$ cat config.mk
export PLATFORM = sky130hd
export DESIGN_NAME = alu_seq_ctrl_flat
export DESIGN_NICKNAME = d
export VERILOG_FILES = /design/src/rtl/alu_pkg.sv /design/src/rtl/alu_seq_ctrl_if.sv /design/src/rtl/alu_seq_ctrl_psr_update.sv /design/src/rtl/alu_seq_ctrl.sv /design/src/flat_wrapper.sv
export SDC_FILE = /design/constraint.sdc
export NUM_CORES = 1
export LEC_CHECK = 0
export BUFFER_PORTS_ARGS = -buffer_cell sky130_fd_sc_hd__buf_2
export CORE_ASPECT_RATIO = 1.25
export CORE_MARGIN = 10
export CORE_UTILIZATION = 42
export CTS_BUF_LIST = sky130_fd_sc_hd__clkbuf_4 sky130_fd_sc_hd__clkbuf_8 sky130_fd_sc_hd__clkbuf_16
export CTS_CLUSTER_DIAMETER = 150
export DETAILED_ROUTE_END_ITERATION = 16
export PLACE_DENSITY = 0.76
export RECOVER_POWER = 50
export SYNTH_ARGS = -nofsm -noshare
export SYNTH_HDL_FRONTEND = slang
export SYNTH_HIERARCHICAL = 1
export SYNTH_SLANG_ARGS = --single-unit
export TNS_END_PERCENT = 30
$ cat constraint.sdc
create_clock -name clk -period 1.85 [get_ports clk]
set_input_delay 0.0925 -clock clk [delete_from_list [all_inputs] [get_ports clk]]
set_output_delay 0.0925 -clock clk [all_outputs]
set_load 0.01 [all_outputs]
$ cat src/rtl/alu_pkg.sv
// Shared definitions for the ALU sequencer: opcodes, PSR flag indices,
// controller state encoding and the per-opcode PSR write mask.
package alu_pkg;

    localparam logic [4:0] OP_CMP  = 5'd0;
    localparam logic [4:0] OP_AND  = 5'd1;
    localparam logic [4:0] OP_OR   = 5'd2;
    localparam logic [4:0] OP_ADD  = 5'd3;
    localparam logic [4:0] OP_ADDC = 5'd4;
    localparam logic [4:0] OP_SUB  = 5'd5;
    localparam logic [4:0] OP_SUBC = 5'd6;
    localparam logic [4:0] OP_XOR  = 5'd7;
    localparam logic [4:0] OP_MUL  = 5'd8;
    localparam logic [4:0] OP_NOT  = 5'd9;

    localparam int unsigned FLG_N = 4;
    localparam int unsigned FLG_Z = 3;
    localparam int unsigned FLG_F = 2;
    localparam int unsigned FLG_L = 1;
    localparam int unsigned FLG_C = 0;

    typedef enum logic [1:0] {
        ST_IDLE  = 2'd0,
        ST_EXEC  = 2'd1,
        ST_MWAIT = 2'd2,
        ST_WB    = 2'd3
    } state_t;

    function automatic logic op_legal(input logic [4:0] op);
        return op <= OP_NOT;
    endfunction

    // Bits set here are overwritten from the ALU condition codes; all others retained.
    function automatic logic [4:0] psr_wr_mask(input logic [4:0] op);
        logic [4:0] m;
        m = '0;
        case (op)
            OP_CMP: m = '1;
            OP_ADD, OP_ADDC, OP_SUB, OP_SUBC: begin
                m[FLG_F] = 1'b1;
                m[FLG_C] = 1'b1;
            end
            default: m = '0;
        endcase
        return m;
    endfunction

endpackage

$ cat src/rtl/alu_seq_ctrl_if.sv
// Request, writeback and ALU-side signal bundle for alu_seq_ctrl.
// The slave modport is the sequencer; the master modport is its environment.
interface alu_seq_ctrl_if #(
    parameter int unsigned WIDTH = 16
);
    logic             req_valid;
    logic             req_ready;
    logic [4:0]       req_op;
    logic [WIDTH-1:0] req_a;
    logic [WIDTH-1:0] req_b;
    logic [3:0]       req_dest;

    logic [WIDTH-1:0] alu_a;
    logic [WIDTH-1:0] alu_b;
    logic [4:0]       alu_op;
    logic             alu_c;
    logic [WIDTH-1:0] alu_result;
    logic [4:0]       alu_codes;

    logic             wb_valid;
    logic             wb_ready;
    logic [WIDTH-1:0] wb_data;
    logic [3:0]       wb_dest;

    modport master (
        output req_valid, req_op, req_a, req_b, req_dest,
        output alu_result, alu_codes, wb_ready,
        input  req_ready, alu_a, alu_b, alu_op, alu_c,
        input  wb_valid, wb_data, wb_dest
    );

    modport slave (
        input  req_valid, req_op, req_a, req_b, req_dest,
        input  alu_result, alu_codes, wb_ready,
        output req_ready, alu_a, alu_b, alu_op, alu_c,
        output wb_valid, wb_data, wb_dest
    );

endinterface

$ cat src/rtl/alu_seq_ctrl_psr_update.sv
// Processor status register with per-bit masked write and async reset.
module psr_update (
    input  logic       clk,
    input  logic       reset,
    input  logic       we,
    input  logic [4:0] mask,
    input  logic [4:0] din,
    output logic [4:0] psr
);

    logic [4:0] psr_q;
    logic [4:0] psr_d;

    always_comb begin
        psr_d = psr_q;
        if (we) begin
            psr_d = (psr_q & ~mask) | (din & mask);
        end
    end

    always_ff @(posedge clk or posedge reset) begin
        if (reset) begin
            psr_q <= '0;
        end else begin
            psr_q <= psr_d;
        end
    end

    assign psr = psr_q;

endmodule

$ cat src/rtl/alu_seq_ctrl.sv
// Multi-cycle sequencer around the external 16-bit ALU with PSR and writeback handshake.
// Optional macro ALU_MUL_WAIT_EN: MUL waits MUL_LAT extra cycles in MWAIT before capture.
import alu_pkg::*;

module alu_seq_ctrl #(
    parameter int unsigned WIDTH   = 16,
    parameter int unsigned MUL_LAT = 2
) (
    input  logic            clk,
    input  logic            reset,
    alu_seq_ctrl_if.slave   bus,
    output logic [4:0]      psr,
    output logic            illegal
);

    if (MUL_LAT < 1 || MUL_LAT > 15) begin : g_bad_mul_lat
        $error("alu_seq_ctrl: MUL_LAT must be in 1..15");
    end

    state_t           state_q, state_d;
    logic [4:0]       op_q, op_d;
    logic [WIDTH-1:0] a_q, a_d;
    logic [WIDTH-1:0] b_q, b_d;
    logic [3:0]       dest_q, dest_d;
    logic [WIDTH-1:0] wb_data_q, wb_data_d;
    logic [3:0]       wb_dest_q, wb_dest_d;
    logic             wb_valid_q, wb_valid_d;
    logic             illegal_q, illegal_d;
`ifdef ALU_MUL_WAIT_EN
    logic [3:0]       cnt_q, cnt_d;
`endif

    logic             psr_we;
    logic [4:0]       psr_mask;

    always_comb begin
        state_d    = state_q;
        op_d       = op_q;
        a_d        = a_q;
        b_d        = b_q;
        dest_d     = dest_q;
        wb_data_d  = wb_data_q;
        wb_dest_d  = wb_dest_q;
        wb_valid_d = wb_valid_q;
        illegal_d  = 1'b0;
        psr_we     = 1'b0;
        psr_mask   = psr_wr_mask(op_q);
`ifdef ALU_MUL_WAIT_EN
        cnt_d      = cnt_q;
`endif
        case (state_q)
            ST_IDLE: begin
                if (bus.req_valid) begin
                    op_d      = bus.req_op;
                    a_d       = bus.req_a;
                    b_d       = bus.req_b;
                    dest_d    = bus.req_dest;
                    illegal_d = !op_legal(bus.req_op);
                    state_d   = ST_EXEC;
                end
            end
            ST_EXEC: begin
                wb_data_d = bus.alu_result;
                wb_dest_d = dest_q;
                psr_we    = 1'b1;
                if (!op_legal(op_q) || op_q == OP_CMP) begin
                    state_d = ST_IDLE;
`ifdef ALU_MUL_WAIT_EN
                end else if (op_q == OP_MUL) begin
                    cnt_d   = 4'(MUL_LAT);
                    state_d = ST_MWAIT;
`endif
                end else begin
                    wb_valid_d = 1'b1;
                    state_d    = ST_WB;
                end
            end
            ST_MWAIT: begin
`ifdef ALU_MUL_WAIT_EN
                // Leave on the edge that takes the counter to zero so MWAIT lasts exactly MUL_LAT cycles.
                cnt_d = cnt_q - 4'd1;
                if (cnt_q == 4'd1) begin
                    wb_data_d  = bus.alu_result;
                    wb_valid_d = 1'b1;
                    state_d    = ST_WB;
                end
`else
                state_d = ST_IDLE;
`endif
            end
            ST_WB: begin
                if (bus.wb_ready) begin
                    wb_valid_d = 1'b0;
                    state_d    = ST_IDLE;
                end
            end
            default: state_d = ST_IDLE;
        endcase
    end

    always_ff @(posedge clk or posedge reset) begin
        if (reset) begin
            state_q    <= ST_IDLE;
            op_q       <= '0;
            a_q        <= '0;
            b_q        <= '0;
            dest_q     <= '0;
            wb_data_q  <= '0;
            wb_dest_q  <= '0;
            wb_valid_q <= 1'b0;
            illegal_q  <= 1'b0;
`ifdef ALU_MUL_WAIT_EN
            cnt_q      <= '0;
`endif
        end else begin
            state_q    <= state_d;
            op_q       <= op_d;
            a_q        <= a_d;
            b_q        <= b_d;
            dest_q     <= dest_d;
            wb_data_q  <= wb_data_d;
            wb_dest_q  <= wb_dest_d;
            wb_valid_q <= wb_valid_d;
            illegal_q  <= illegal_d;
`ifdef ALU_MUL_WAIT_EN
            cnt_q      <= cnt_d;
`endif
        end
    end

    psr_update u_psr (
        .clk   (clk),
        .reset (reset),
        .we    (psr_we),
        .mask  (psr_mask),
        .din   (bus.alu_codes),
        .psr   (psr)
    );

    assign bus.req_ready = (state_q == ST_IDLE) && !reset;
    assign bus.alu_a     = a_q;
    assign bus.alu_b     = b_q;
    assign bus.alu_op    = op_q;
    assign bus.alu_c     = psr[FLG_C];
    assign bus.wb_valid  = wb_valid_q;
    assign bus.wb_data   = wb_data_q;
    assign bus.wb_dest   = wb_dest_q;
    assign illegal       = illegal_q;

endmodule

$ cat src/flat_wrapper.sv
// flat-port wrapper written by rule: the top's interface ports become plain ports
module alu_seq_ctrl_flat 
#(
    parameter int unsigned WIDTH   = 16,
    parameter int unsigned MUL_LAT = 2
)
  (clk, reset, psr, illegal, bus_req_valid, bus_req_op, bus_req_a, bus_req_b, bus_req_dest, bus_alu_result, bus_alu_codes, bus_wb_ready, bus_req_ready, bus_alu_a, bus_alu_b, bus_alu_op, bus_alu_c, bus_wb_valid, bus_wb_data, bus_wb_dest);
  alu_seq_ctrl_if #(.WIDTH(WIDTH)) bus_i ();
  input  logic clk;
  input  logic reset;
  output logic [4:0] psr;
  output logic illegal;
  input wire logic [$bits(bus_i.req_valid)-1:0] bus_req_valid;
  input wire logic [$bits(bus_i.req_op)-1:0] bus_req_op;
  input wire logic [$bits(bus_i.req_a)-1:0] bus_req_a;
  input wire logic [$bits(bus_i.req_b)-1:0] bus_req_b;
  input wire logic [$bits(bus_i.req_dest)-1:0] bus_req_dest;
  input wire logic [$bits(bus_i.alu_result)-1:0] bus_alu_result;
  input wire logic [$bits(bus_i.alu_codes)-1:0] bus_alu_codes;
  input wire logic [$bits(bus_i.wb_ready)-1:0] bus_wb_ready;
  output wire logic [$bits(bus_i.req_ready)-1:0] bus_req_ready;
  output wire logic [$bits(bus_i.alu_a)-1:0] bus_alu_a;
  output wire logic [$bits(bus_i.alu_b)-1:0] bus_alu_b;
  output wire logic [$bits(bus_i.alu_op)-1:0] bus_alu_op;
  output wire logic [$bits(bus_i.alu_c)-1:0] bus_alu_c;
  output wire logic [$bits(bus_i.wb_valid)-1:0] bus_wb_valid;
  output wire logic [$bits(bus_i.wb_data)-1:0] bus_wb_data;
  output wire logic [$bits(bus_i.wb_dest)-1:0] bus_wb_dest;
  assign bus_i.req_valid = bus_req_valid;
  assign bus_i.req_op = bus_req_op;
  assign bus_i.req_a = bus_req_a;
  assign bus_i.req_b = bus_req_b;
  assign bus_i.req_dest = bus_req_dest;
  assign bus_i.alu_result = bus_alu_result;
  assign bus_i.alu_codes = bus_alu_codes;
  assign bus_i.wb_ready = bus_wb_ready;
  assign bus_req_ready = bus_i.req_ready;
  assign bus_alu_a = bus_i.alu_a;
  assign bus_alu_b = bus_i.alu_b;
  assign bus_alu_op = bus_i.alu_op;
  assign bus_alu_c = bus_i.alu_c;
  assign bus_wb_valid = bus_i.wb_valid;
  assign bus_wb_data = bus_i.wb_data;
  assign bus_wb_dest = bus_i.wb_dest;
  alu_seq_ctrl #(.WIDTH(WIDTH), .MUL_LAT(MUL_LAT)) u_core (.clk(clk), .reset(reset), .bus(bus_i), .psr(psr), .illegal(illegal));
endmodule
# Word level (Yosys, flattened, before mapping)
# Index checks and enable logic that the tools add are counted.
classes:
  n_mux: 13
  magnitude_cmp: 2
  n_reduce_logical: 12
  n_eq_ne: 10
  n_bitwise: 4
op_table:
  columns: ["cell", "count"]
  rows:
  - ["5-bit by 3-bit == test with 1-bit output, second input constant", 3]
  - ["5-bit bitwise AND", 2]
  - ["5-bit by 4-bit less-or-equal comparator with 1-bit output, second input constant", 2]
  - ["2-bit two-way mux", 4]
  - ["2-bit case mux with 4 select lines", 1]
  - ["1-bit two-way mux", 7]
  - ["2-bit != test, second input constant", 3]
  - ["5-bit by 2-bit == test with 1-bit output, second input constant", 1]
  - ["5-bit logical NOT", 1]
  - ["5-bit NOT", 1]
  - ["5-bit OR", 1]
  - ["5-bit OR reduction", 1]
  - ["2-bit == test, second input constant", 2]
  - ["2-bit AND reduction", 2]
  - ["1-bit logical NOT", 3]
  - ["3-bit AND reduction", 1]
  - ["2-bit by 1-bit == test with 1-bit output, second input constant", 1]
  - ["2-bit logical NOT", 1]
  - ["1-bit case mux with 2 select lines", 1]
  - ["2-bit nonzero test", 1]
  - ["1-bit logical AND", 1]
  - ["1-bit logical OR", 1]
totals:
  in_bits: 66
  out_inout_bits: 66
  ff_bits: 70
  word_cells: 51

# Longest topological paths before layout
# Gate-level depths: netlist of the first run.
depth:
  ltp_word: 6
  mapped_depth: 5
  mapped_depth_nobuf: 5

# Modules after synthesis
# Netlist of the first run, hierarchy kept.
modules_own_cells:
  columns: ["module", "cells_per_inst", "instances", "area_per_inst_um2", "seq_area_each_um2"]
  rows:
  - ["alu_seq_ctrl", 158, 1, 2667.6, 1626.6]
  - ["psr_update", 16, 1, 222.7, 125.1]

# Least setup slack after synthesis of the first run
# OpenSTA, ideal clock, no wires.
synth_path:
  kind: "flip-flop to flip-flop"
  from: "register u_core.op_q[1] (netlist: u_core/bus.alu_op[1])"
  to: "register (tool-made name)"
  slack_ns: 0.221
  path_buffers: 0
  arrival_ns: 1.504
  path_stages_with_launch: 5
  synth_period_minus_slack_ns: 1.629
  setup_ns: 0.125
  cell_sequence: "dfrtp_1 or4_4 nor2_1 nand2_1 mux2_4"
synth_lines:
  columns: ["item", "line", "rtl"]
  rows:
  - ["from (decl)", "alu_seq_ctrl.sv:21", "logic [4:0] op_q, op_d;"]
  - ["from (signal assigned)", "alu_seq_ctrl.sv:117", "op_q <= op_d;"]

==> results_dict.tcl, run 1 <==
set metrics [dict create \
    worstSetupPathType "reg -> reg" \
    grt_pass1_vias 2411 \
    worst_slack_ns 0.169 \
    synth_fp_nets 240 \
    drt-pass1-iter-count 4 \
    fillers 525 \
    yosysSeqAreaShare 0.606 \
    p_leak_nw 2.06 \
    finalCritPeriodShare 0.909 \
    finalSetupTns_ns 0 \
    final_cells 468 \
    relSlewSlack 0.462 \
    synth_edf_count 0 \
    remaining_drc_errors 0 \
    rows 33 \
    stdcell_area_um2 4410 \
    report.final.slew_viol_count 0 \
    grt_first_pass_wirelength_um 12500 \
    path_depth 4 \
    crit_path_cell_trace "or4_4 -> nor2_1 -> nand2_1 -> mux2_4" \
    cts_resized 0 \
    cts_tree "yes" \
    required_ns 2.06 \
    synth_top_area_frac 0.606 \
    critPathLaunch "u_core/bus.alu_op[1]" \
    crit_family "simple AND/OR/NAND/NOR gates" \
    core-area_um2 6650 \
    final_util 0.663 \
    dp_cells 390 \
    drt-initial-drc-count 57 \
    min_path_type "in -> reg" \
    finalNetCount 442 \
    post-place-ws_ns 0.188 \
    htreeDepth 3 \
    diodes 0 \
    critPathCaptureType "flip-flop" \
    io_buffers 131 \
    numCtsBuffers 9 \
    whs_ns 0.0161 \
    path_buf_inv 0 \
    yosysTopAreaCell "dfrtp_1" \
    synth_flop_cell "dfrtp_1" \
    start_util 0.435 \
    grt_max_degree 28 \
    post-route-min-period_ns 1.68 \
    ctsHoldBuffers 62 \
    clockRootBuffer "clkbuf_8" \
    clk_latency_ns 0.33 \
    power_mw 7.23 \
    cp_max_fo 6 \
    viasPerCell 4.54 \
    r2r_slack_ns 0.17 \
    slowest_delay_ns 0.54 \
    yosys_warnings 6 \
    synth.avg_cell_area_um2 16.6 \
    worstMarginPinSlew_ns 0.807 \
    finClkSkew_ns 0.0113 \
    fmax_mhz 595 \
    wl_um 7850 \
    cp_slowest_cell "or4_4" \
    postRouteAntennaNets 0 \
    ys_ff_latch 70 \
    reg2reg_from "u_core/bus.alu_op[1]" \
    synth.most_common_cell "dfrtp_1" \
    syn_to_final_growth_pct 52.5 \
    grt_usage 0.148 \
    die-area_um2 10600 \
    outcome "completed" \
    io_pins 132 \
    rsz0062_at_grt "false" \
    post-cts-setup-buffer-count 0 \
    ir_worst_vdd_mv 0.860 \
    crit_arrival_ns 1.90 \
    syn_area_um2 2890 \
    critPathLaunchType "flip-flop" \
    finalSetupViolations 0 \
    clock-sinks 70 \
    wl_per_cell_um 16.8 \
    gp_congestion 0.761 \
    rr_worst_depth 4 \
    synthCells 174 \
    async_flop_share 1.00 \
    antenna_found_initial 0 \
    placed_area_um2 3660 \
    die_w_um 94.2 \
    grt_overflow_total 0 \
    ys_top_cells_by_count "dfrtp_1 (70), mux2_4 (44), mux2_2 (21)" \
    power.density_nw_per_um2 1640 \
    maxCapViolCount 0 \
    clockBufferDepth 2 \
    final-hold-violation-count 0 \
    synth_cell_types 21 \
    dp_hpwl_um 5380 \
    vias 2126 \
    cts.clk_slew.worst_paths_ns 0.07 \
    synth_area_leaders "dfrtp_1 (61%), mux2_4 (23%), mux2_2 (8.2%), buf_6 (1.9%), nand2_1 (1.2%)" \
    chipHeight_um 113 \
    layout-drive-gt1-share 0.420 \
]
[worst register-to-register path, cell delays in order (launching register included)]
cell and delay [ns]:
dfrtp_1 0.45, or4_4 0.55, nor2_1 0.17, nand2_1 0.10, mux2_4 0.30
[sequential cells by signal (all words and copies together), names as in the netlist, named ones only]
register             cells
u_core/bus.alu_a        16
u_core/bus.alu_b        16
u_core/bus.alu_op        5
u_core/bus.wb_data      16
u_core/bus.wb_dest       4
u_core/bus.wb_valid      1
u_core/dest_q            4
u_core/illegal           1
u_core/state_q           2
[final cells by class]
class                   instances  area, um2  area share
clock buffers                  14        193      0.0437
clock inverters                 2       12.5     0.00284
inverters                       4       15.0     0.00341
multi-input cells              92       1050       0.239
flip-flops and latches         70       1750       0.398
well taps                      87        109      0.0247
repair buffers                199       1270       0.289
[report_power, final]
| group | total [mW] | switching (mW) | internal, mW |
|---|---|---|---|
| clock | 1.20 | 0.531 | 0.668 |
| combinational | 3.21 | 1.44 | 1.77 |
| sequential | 2.82 | 0.497 | 2.32 |
[cell families (layout without fill, tap and decap cells)]
| group | count (synthesis) | count (layout) | synth area share |
|---|---|---|---|
| flip-flops | 70 | 70 | 0.606 |
| multiplexers | 66 | 66 | 0.314 |
| AND/OR/NAND/NOR | 18 | 18 | 0.0299 |
| buffers and inverters | 12 | 219 | 0.0307 |
| AO/OA/AOI/OAI | 7 | 7 | 0.0164 |
| XOR/XNOR | 1 | 1 | 0.00303 |
[placed cells by master (no fill, tap or decap), types with 3 or more instances in the layout]
cell type	n
mux2_4	44
clkbuf_1	61
inv_1	4
o21ai_0	3
nand2_1	9
dlygate4sd3_1	62
mux2_2	21
clkbuf_8	14
buf_12	3
buf_2	72
dfrtp_1	70
[metal layers]
metal / GRT usage / vias to the layer above / wire, um
li1: - / 1008 / -
met1: 0.171 / 1026 / 3070
met2: 0.244 / 86 / 3940
met3: 0.0556 / 6 / 779
met4: 0.0518 / 0 / 54
met5: 0 / - / 0
[worst min path at each step]
stage,depth (start not counted),startpoint,to,slack [ns]
floorplan,1,reset,asynchronous set/reset pin,-0.13
global placement,2,reset,asynchronous set/reset pin,0.02
detailed placement,2,reset,asynchronous set/reset pin,0.03
CTS,2,bus_req_op[3],u_core/bus.alu_op[3],0.004
global route,2,bus_req_op[3],u_core/bus.alu_op[3],0.01
finish,2,bus_req_op[3],u_core/bus.alu_op[3],0.02
Power figures use the tool's default switching activity.
==> inputs of run 2 (changes only) <==
--- a/constraint.sdc
+++ b/constraint.sdc
@@ -3,2 +3,2 @@
 set_output_delay 0.0925 -clock clk [all_outputs]
-set_load 0.01 [all_outputs]
+set_load 0.05 [all_outputs]
==> run 2 against run 1 <==
Net effect: critical path depth stayed put; register-to-register slack hardly changed; worst hold slack better by 0.0022 ns; die area stayed put; wire length hardly changed; design area is 0.74% higher.
==> results_dict.tcl, run 2 (same netlist as run 1, synthesis figures left out) <==
set metrics [dict create \
    critPathCaptureType "flip-flop" \
    postRouteAntennaNets 0 \
    syn_to_final_growth_pct 53.6 \
    crit_arrival_ns 1.89 \
    core-area_um2 6650 \
    vias 2131 \
    maxCapViolCount 0 \
    dp_hpwl_um 5380 \
    post-route-min-period_ns 1.68 \
    die_w_um 94.2 \
    relSlewSlack 0.463 \
    layout-drive-gt1-share 0.488 \
    grt_overflow_total 0 \
    antenna_found_initial 0 \
    viasPerCell 4.55 \
    finalSetupViolations 0 \
    reg2reg_from "u_core/bus.alu_op[1]" \
    drt-pass1-iter-count 4 \
    cts.clk_slew.worst_paths_ns 0.07 \
    diodes 0 \
    final_cell_mix "buf_2 (98), dfrtp_1 (70), dlygate4sd3_1 (62)" \
    drt-initial-drc-count 63 \
    rr_worst_depth 4 \
    required_ns 2.06 \
    report.final.slew_viol_count 0 \
    htreeDepth 3 \
    hold_depth 2 \
    cts_tree "yes" \
    dp_cells 390 \
    whs_ns 0.0182 \
    grt_pass1_vias 2411 \
    worstSetupPathType "reg -> reg" \
    chipHeight_um 113 \
    min-delay-start "bus_req_op[3]" \
    io_pins 132 \
    finClkSkew_ns 0.0105 \
    grt_max_degree 28 \
    clk_latency_ns 0.33 \
    wl_um 7850 \
    finalSetupTns_ns 0 \
    wl_per_cell_um 16.8 \
    final_cells 468 \
    critPathLaunch "u_core/bus.alu_op[1]" \
    gp_congestion 0.761 \
    clock-sinks 70 \
    remaining_drc_errors 0 \
    clockBufferDepth 2 \
    die-area_um2 10600 \
    post-cts-setup-buffer-count 0 \
    r2r_slack_ns 0.17 \
    finalNetCount 442 \
    numCtsBuffers 9 \
    min_path_type "in -> reg" \
    clockRootBuffer "clkbuf_8" \
    io_buffers 131 \
    worstHoldEndpoint "u_core/bus.alu_op[3]" \
    cp_max_fo 6 \
    final-hold-violation-count 0 \
    critPathLaunchType "flip-flop" \
    rows 33 \
    worstMarginPinSlew_ns 0.806 \
    outcome "completed" \
    finalCritPeriodShare 0.908 \
    cts_resized 0 \
    grt_first_pass_wirelength_um 12500 \
    rsz0062_at_grt "false" \
    fmax_mhz 595 \
    final_common_cell "buf_2" \
    start_util 0.435 \
    grt_usage 0.148 \
]
run 2: cell types whose count changed in the layout (fill, tap and decap cells not counted), sizes merged:
cell	previous run	this run
buf	75	101
clkbuf	76	50
run 2: timing repair:
action	4_1_cts	5_1_grt
setup endpoints to repair	0	0
hold buffers	62	0
endpoints found under the hold margin	77	0
run 2: worst max-delay path by stage:
stage                     slack (ns)                   to
after floorplan                 0.02            flip-flop
after global placement          0.23            flip-flop
after detailed placement        0.19            flip-flop
after CTS                       0.17            flip-flop
after global routing            0.11  u_core/bus.alu_b[5]
final                           0.17            flip-flop
run 2: cell type report:
class,instances,area (um2)
flip-flops and latches,70,1750
clock buffers,14,193
well taps,87,109
fillers,506,2210
inverters,4,15.0
clock inverters,2,12.5
repair buffers,199,1310
multi-input cells,92,1050
run 2: per-layer routing:
layer / share of wire / GRT usage / up-vias
met5: 0 / 0 / -
met4: 0.0097 / 0.0518 / 0
met3: 0.11 / 0.0556 / 8
met2: 0.50 / 0.244 / 91
met1: 0.39 / 0.171 / 1026
li1: - / - / 1006
run 2: metrics by stage:
stage	util	setup slack, ns	instance area, um2
6_report	0.668	0.170	4440
5_1_grt	0.668	0.108	4440
4_1_cts	0.676	0.173	4490
3_5_place_dp	0.551	0.188	3660
3_3_place_gp	0.551	0.235	3660
2_1_floorplan	-	0.0154	2890
run 2: worst max-delay path: stages (launching register included):
cell and delay, ns:
dfrtp_1 0.45, or4_4 0.54, nor2_1 0.17, nand2_1 0.10, mux2_4 0.30
Power of run 2 is not shown: default switching activity piles up to over one toggle a cycle in this logic, so the estimate is an artifact.
